File: config.mk
export PLATFORM = sky130hd
export DESIGN_NAME = spi_seg_regs
export DESIGN_NICKNAME = d
export VERILOG_FILES = /design/src/rtl/spi_seg_pkg.sv /design/src/rtl/spi_sync_edge.sv /design/src/rtl/spi_seg_regs.sv
export SDC_FILE = /design/constraint.sdc
export NUM_CORES = 1
export LEC_CHECK = 0
export BUFFER_PORTS_ARGS = -buffer_cell sky130_fd_sc_hd__buf_2
export CAP_MARGIN = 15
export CORE_MARGIN = 1
export CORE_UTILIZATION = 49
export CTS_CLUSTER_SIZE = 12
export DETAILED_ROUTE_END_ITERATION = 8
export GPL_TIMING_DRIVEN = 0
export PLACE_DENSITY = 0.67
export SYNTH_ARGS = -nofsm -noshare
export SYNTH_HDL_FRONTEND = slang
export SYNTH_HIERARCHICAL = 1
export SYNTH_SLANG_ARGS = --single-unit
export TNS_END_PERCENT = 50
File: constraint.sdc
create_clock -name clk -period 4.9 [get_ports clk]
set_clock_uncertainty 0.15 [all_clocks]
set_input_delay 0.98 -clock clk [delete_from_list [all_inputs] [get_ports clk]]
set_output_delay 0.98 -clock clk [all_outputs]
set_load 0.02 [all_outputs]
File: src/rtl/spi_seg_pkg.sv
// Shared types and constants for the SPI 7-segment register bank.
// Holds the frame FSM states, fixed register addresses and command-byte fields.
package spi_seg_pkg;

   typedef enum logic [1:0] {
      ST_IDLE = 2'd0,
      ST_CMD  = 2'd1,
      ST_DATA = 2'd2
   } spi_state_t;

   localparam logic [6:0] ADDR_COLON = 7'h7E;
   localparam logic [6:0] ADDR_ID    = 7'h7F;

   localparam int CMD_RNW_BIT  = 7;
   localparam int CMD_ADDR_MSB = 6;
   localparam int CMD_ADDR_LSB = 0;

endpackage

File: src/rtl/spi_sync_edge.sv
// Two-flop synchroniser with rise/fall detect against a third flop.
// Latency: 2 clk to o_sync, events are combinational off o_sync; no backpressure.
module spi_sync_edge #(
   parameter logic RST_VAL = 1'b0
) (
   input  logic clk,
   input  logic rst_n,
   input  logic i_async,
   output logic o_sync,
   output logic o_rise,
   output logic o_fall
);

   logic r_meta;
   logic r_sync;
   logic r_prev;

   always_ff @(posedge clk or negedge rst_n) begin
      if (!rst_n) begin
         r_meta <= RST_VAL;
         r_sync <= RST_VAL;
         r_prev <= RST_VAL;
      end else begin
         r_meta <= i_async;
         r_sync <= r_meta;
         r_prev <= r_sync;
      end
   end

   assign o_sync = r_sync;
   assign o_rise = r_sync & ~r_prev;
   assign o_fall = ~r_sync & r_prev;

endmodule

File: src/rtl/spi_seg_regs.sv
// SPI mode-0 slave register bank for an N-digit 7-segment display; 3 clk pin-to-event, writes land 1 clk later.
// No backpressure: host paces via sclk. SPI_SEG_AUTOINC_EN enables address auto-increment per data byte.
module spi_seg_regs
   import spi_seg_pkg::*;
#(
   parameter int         NUM_DIGITS = 4,
   parameter logic [7:0] ID_VALUE   = 8'hA5
) (
   input  logic                    clk,
   input  logic                    rst_n,
   input  logic                    spi_sclk,
   input  logic                    spi_cs_n,
   input  logic                    spi_mosi,
   output logic                    spi_miso,
   output logic [4*NUM_DIGITS-1:0] digits,
   output logic [1:0]              colon,
   output logic                    wr_pulse,
   output logic                    frame_err
);

   logic w_sclk_lvl_unused, w_sclk_rise, w_sclk_fall;
   logic w_cs_lvl_unused, w_cs_rise, w_cs_fall;
   logic w_mosi, w_mosi_rise_unused, w_mosi_fall_unused;

   spi_sync_edge #(.RST_VAL(1'b0)) u_sync_sclk (
      .clk(clk), .rst_n(rst_n), .i_async(spi_sclk),
      .o_sync(w_sclk_lvl_unused), .o_rise(w_sclk_rise), .o_fall(w_sclk_fall)
   );

   spi_sync_edge #(.RST_VAL(1'b1)) u_sync_cs (
      .clk(clk), .rst_n(rst_n), .i_async(spi_cs_n),
      .o_sync(w_cs_lvl_unused), .o_rise(w_cs_rise), .o_fall(w_cs_fall)
   );

   spi_sync_edge #(.RST_VAL(1'b0)) u_sync_mosi (
      .clk(clk), .rst_n(rst_n), .i_async(spi_mosi),
      .o_sync(w_mosi), .o_rise(w_mosi_rise_unused), .o_fall(w_mosi_fall_unused)
   );

   spi_state_t                r_state, w_state_nxt;
   logic [2:0]                r_bit_cnt;
   logic [6:0]                r_rx;
   logic [7:0]                r_tx;
   logic [6:0]                r_addr;
   logic                      r_rnw;
   logic                      r_reload;
   logic [4*NUM_DIGITS-1:0]   r_digits;
   logic [1:0]                r_colon;
   logic                      r_wr_pulse;
   logic                      r_frame_err;

   logic [7:0] w_rx_byte;
   logic [7:0] w_rdback;
   logic       w_addr_wr_ok;
   logic       w_shift_in, w_shift_out, w_byte_done;
   logic       w_latch_cmd, w_commit, w_frame_err;

   assign w_rx_byte = {r_rx, w_mosi};

   always_ff @(posedge clk or negedge rst_n) begin
      if (!rst_n) r_state <= ST_IDLE;
      else        r_state <= w_state_nxt;
   end

   always_comb begin
      w_state_nxt = r_state;
      w_shift_in  = 1'b0;
      w_shift_out = 1'b0;
      w_byte_done = 1'b0;
      w_latch_cmd = 1'b0;
      w_commit    = 1'b0;
      w_frame_err = 1'b0;
      case (r_state)
         ST_IDLE: begin
            if (w_cs_fall) w_state_nxt = ST_CMD;
         end
         ST_CMD, ST_DATA: begin
            w_shift_in  = w_sclk_rise;
            // The fall right after a completed byte must not shift: the reload already put the new MSB on top.
            w_shift_out = w_sclk_fall && (r_bit_cnt != 3'd0);
            w_byte_done = w_sclk_rise && (r_bit_cnt == 3'd7);
            if (r_state == ST_CMD) begin
               if (w_byte_done) begin
                  w_latch_cmd = 1'b1;
                  w_state_nxt = ST_DATA;
               end
            end else begin
               w_commit = w_byte_done && !r_rnw && w_addr_wr_ok;
            end
            if (w_cs_rise) begin
               w_state_nxt = ST_IDLE;
               w_frame_err = (r_bit_cnt != 3'd0) && !w_byte_done;
            end
         end
         default: w_state_nxt = ST_IDLE;
      endcase
   end

   always_comb begin
      w_rdback     = 8'h00;
      w_addr_wr_ok = 1'b0;
      for (int i = 0; i < NUM_DIGITS; i++) begin
         if (r_addr == 7'(i)) begin
            w_rdback     = {4'h0, r_digits[4*i +: 4]};
            w_addr_wr_ok = 1'b1;
         end
      end
      if (r_addr == ADDR_COLON) begin
         w_rdback     = {6'h00, r_colon};
         w_addr_wr_ok = 1'b1;
      end
      if (r_addr == ADDR_ID) w_rdback = ID_VALUE;
   end

   always_ff @(posedge clk or negedge rst_n) begin
      if (!rst_n) begin
         r_bit_cnt   <= 3'd0;
         r_rx        <= 7'd0;
         r_tx        <= 8'd0;
         r_addr      <= 7'd0;
         r_rnw       <= 1'b0;
         r_reload    <= 1'b0;
         r_digits    <= '0;
         r_colon     <= 2'b11;
         r_wr_pulse  <= 1'b0;
         r_frame_err <= 1'b0;
      end else begin
         r_wr_pulse  <= w_commit;
         r_frame_err <= w_frame_err;
         // Readback is taken one clk after a byte so it sees the latched address and committed data.
         r_reload    <= w_byte_done && !w_cs_rise;

         if (r_state == ST_IDLE) begin
            if (w_cs_fall) begin
               r_bit_cnt <= 3'd0;
               r_tx      <= ID_VALUE;
            end
         end else begin
            if (w_shift_in) begin
               r_bit_cnt <= r_bit_cnt + 3'd1;
               r_rx      <= w_rx_byte[6:0];
            end
            if (w_cs_rise) r_bit_cnt <= 3'd0;
            if (r_reload)         r_tx <= w_rdback;
            else if (w_shift_out) r_tx <= {r_tx[6:0], 1'b0};
         end

         if (w_latch_cmd) begin
            r_rnw  <= w_rx_byte[CMD_RNW_BIT];
            r_addr <= w_rx_byte[CMD_ADDR_MSB:CMD_ADDR_LSB];
         end

         if (w_commit) begin
            for (int i = 0; i < NUM_DIGITS; i++) begin
               if (r_addr == 7'(i)) r_digits[4*i +: 4] <= w_rx_byte[3:0];
            end
            if (r_addr == ADDR_COLON) r_colon <= w_rx_byte[1:0];
         end

`ifdef SPI_SEG_AUTOINC_EN
         if (r_state == ST_DATA && w_byte_done) r_addr <= r_addr + 7'd1;
`endif
      end
   end

   assign spi_miso  = (r_state != ST_IDLE) && r_tx[7];
   assign digits    = r_digits;
   assign colon     = r_colon;
   assign wr_pulse  = r_wr_pulse;
   assign frame_err = r_frame_err;

endmodule

==> results.json <==
{
  "status": "completed",
  "grt_max_degree": 32,
  "fillers": 449,
  "avgRoutedWirePerCell_um": 15.55,
  "syn_nets": 219,
  "cts_setup_buffers": 0,
  "clock_sinks": 57,
  "drc": 0,
  "insertion_delay_ps": 340,
  "peakVddDrop_v": 0.0001713,
  "grt_pass1_vias": 1663,
  "p_per_area_nw_per_um2": 361.7,
  "multi_input_area_um2": 1105,
  "syn_area_um2": 2591,
  "max-slew-margin-rel": 0.5905,
  "vias": 1727,
  "fin_crit_sh": 0.5600,
  "die_h_um": 74.72,
  "fin_crit_ps": 2744,
  "rows": 26,
  "cts-buffers-inserted": 9,
  "antenna_found_initial": 0,
  "clk_path_buf_depth": 2,
  "cts_htree_levels": 3,
  "rsz0062_at_grt": "no",
  "stdcell_count": 320,
  "report.final.slew_viol_count": 0,
  "critPathArrivalTime_ps": 1610,
  "antenna_left": 0,
  "critPathMaxStageDelay_ps": 410,
  "place_ws_ps": 2515,
  "clkTransAtPathRegs_ps": 70,
  "antennaDiodeCount": 0,
  "utilization": 0.5865,
  "critPathMaxFanout": 10,
  "start_kind": "flip-flop",
  "grt_usage": 0.2062,
  "critPathSlowestCell": "dfrtp_1",
  "setup_tns_ps": 0,
  "placed_cells": 304,
  "grt_pass1_wl_mm": 8.142,
  "drt_iter0_markers": 70,
  "die_area_um2": 5583,
  "end_kind": "primary output",
  "min_path_type": "flip-flop to flip-flop",
  "initial_core_util": 0.5073,
  "wl_mm": 4.976,
  "final_nets": 256,
  "register_area_um2": 1433,
  "path_cells": "inv_1 > ha_1 > clkbuf_1 > nor2b_1 > buf_2",
  "dr.pass1.iters": 4,
  "cts_root_buf": "clkbuf_8",
  "max-cap-violations": 0,
  "yosysWarnings": 6,
  "cts_resized": 0,
  "core_um2": 5107,
  "dp_hpwl_mm": 3.486,
  "max_freq_mhz": 364.5,
  "syn2layout_area_growth_pct": 15.60,
  "layout_setup_ws_ps": 2156,
  "total_power_w": 0.001083,
  "required_ps": 3770,
  "pin_count": 26,
  "gp_congestion": 0.8236,
  "p_leak_nw": 1.419,
  "synthCells": 208,
  "cts_tree": "built",
  "worst-setup-path-type": "flip-flop to primary output",
  "cts_hold_buf": 0,
  "grt-ovfl-total": 0,
  "setup_viol": 0,
  "layout-drive-gt1-share": 0.3760,
  "viasPerCell": 5.397,
  "synth_area_per_cell_um2": 12.46,
  "hold_viol": 0,
  "portBuffers": 25,
  "tightest_slew_ps": 614.2,
  "die_w_um": 74.72
}
==> cell type report <==
class,count,share of cell area
flip-flops and latches,57,0.4783
multi-input cells,137,0.3688
repair buffers,26,0.04845
clock buffers,9,0.04135
well taps,70,0.02924
clock inverters,7,0.01587
plain buffers,7,0.009190
inverters,7,0.008772
==> layer usage <==
metal	part of all wire	global-route usage	up-vias
li1	-	-	819
met1	0.47	0.2656	860
met2	0.48	0.3233	37
met3	0.029	0.04819	11
met4	0.024	0.1132	0
met5	0	0	-
==> critical path, delay by kind of cell, from the launching register on <==
family	cells	cell delay, ps
buffers and inverters	3	620
and+or+nand+nor	1	80
DFF	1	410
adders and majority gates	1	160
==> report_power, final <==
part / internal, W / total [W] / switching, W / leakage (nW)
Combinational: 0.0000661 / 0.000161 / 0.0000948 / 0.601
Sequential: 0.000504 / 0.000541 / 0.0000372 / 0.745
Clock: 0.000180 / 0.000381 / 0.000201 / 0.0733
==> layout by cell type (no fill, tap or decap), types with 6 or more instances in the layout <==
master and count:
clkbuf_1 6, clkbuf_8 9, nor2_1 10, o21ai_0 11
mux2_2 34, dfrtp_1 52, nand2_1 13, buf_2 26
nor2b_1 10, nand3_1 6, ha_1 6, inv_1 7
==> flip-flops by register name, indices dropped and copies added, names as in the netlist, 2 cells and up <==
name       cells
r_addr         7
r_rx           7
colon          2
digits        16
r_bit_cnt      3
r_tx           8
r_state        2
==> worst paths after layout <==
check / to / slack (ps) / cells after the start / from
setup reg to reg: digits[7]$_DFFE_PN0P_ / 2570 / 6 / r_state[1]$_DFFE_PN0P_
hold / removal: u_sync_sclk/o_sync$_DFF_PN0_ / 200 / 0 / u_sync_sclk/r_meta$_DFF_PN0_
min in group asynchronous: r_tx[6]$_DFFE_PN0P_ / 500 / 1 / rst_n
hold reg to reg: u_sync_sclk/o_sync$_DFF_PN0_ / 200 / 0 / u_sync_sclk/r_meta$_DFF_PN0_
max in group asynchronous: colon[1]$_DFFE_PN1P_ / 3460 / 2 / rst_n
setup / recovery: spi_miso / 2160 / 5 / r_state[1]$_DFFE_PN0P_
==> metrics by stage <==
stage / cell area, um^2 / hold slack [ps]
after global placement: 2804 / 184.6
after detailed placement: 2824 / 193.5
after global routing: 2995 / 214.8
after floorplan: 2591 / 181.2
after CTS: 2995 / 209.0
final: 2995 / 203.4
Note: power is estimated with default switching activity, not from simulation.
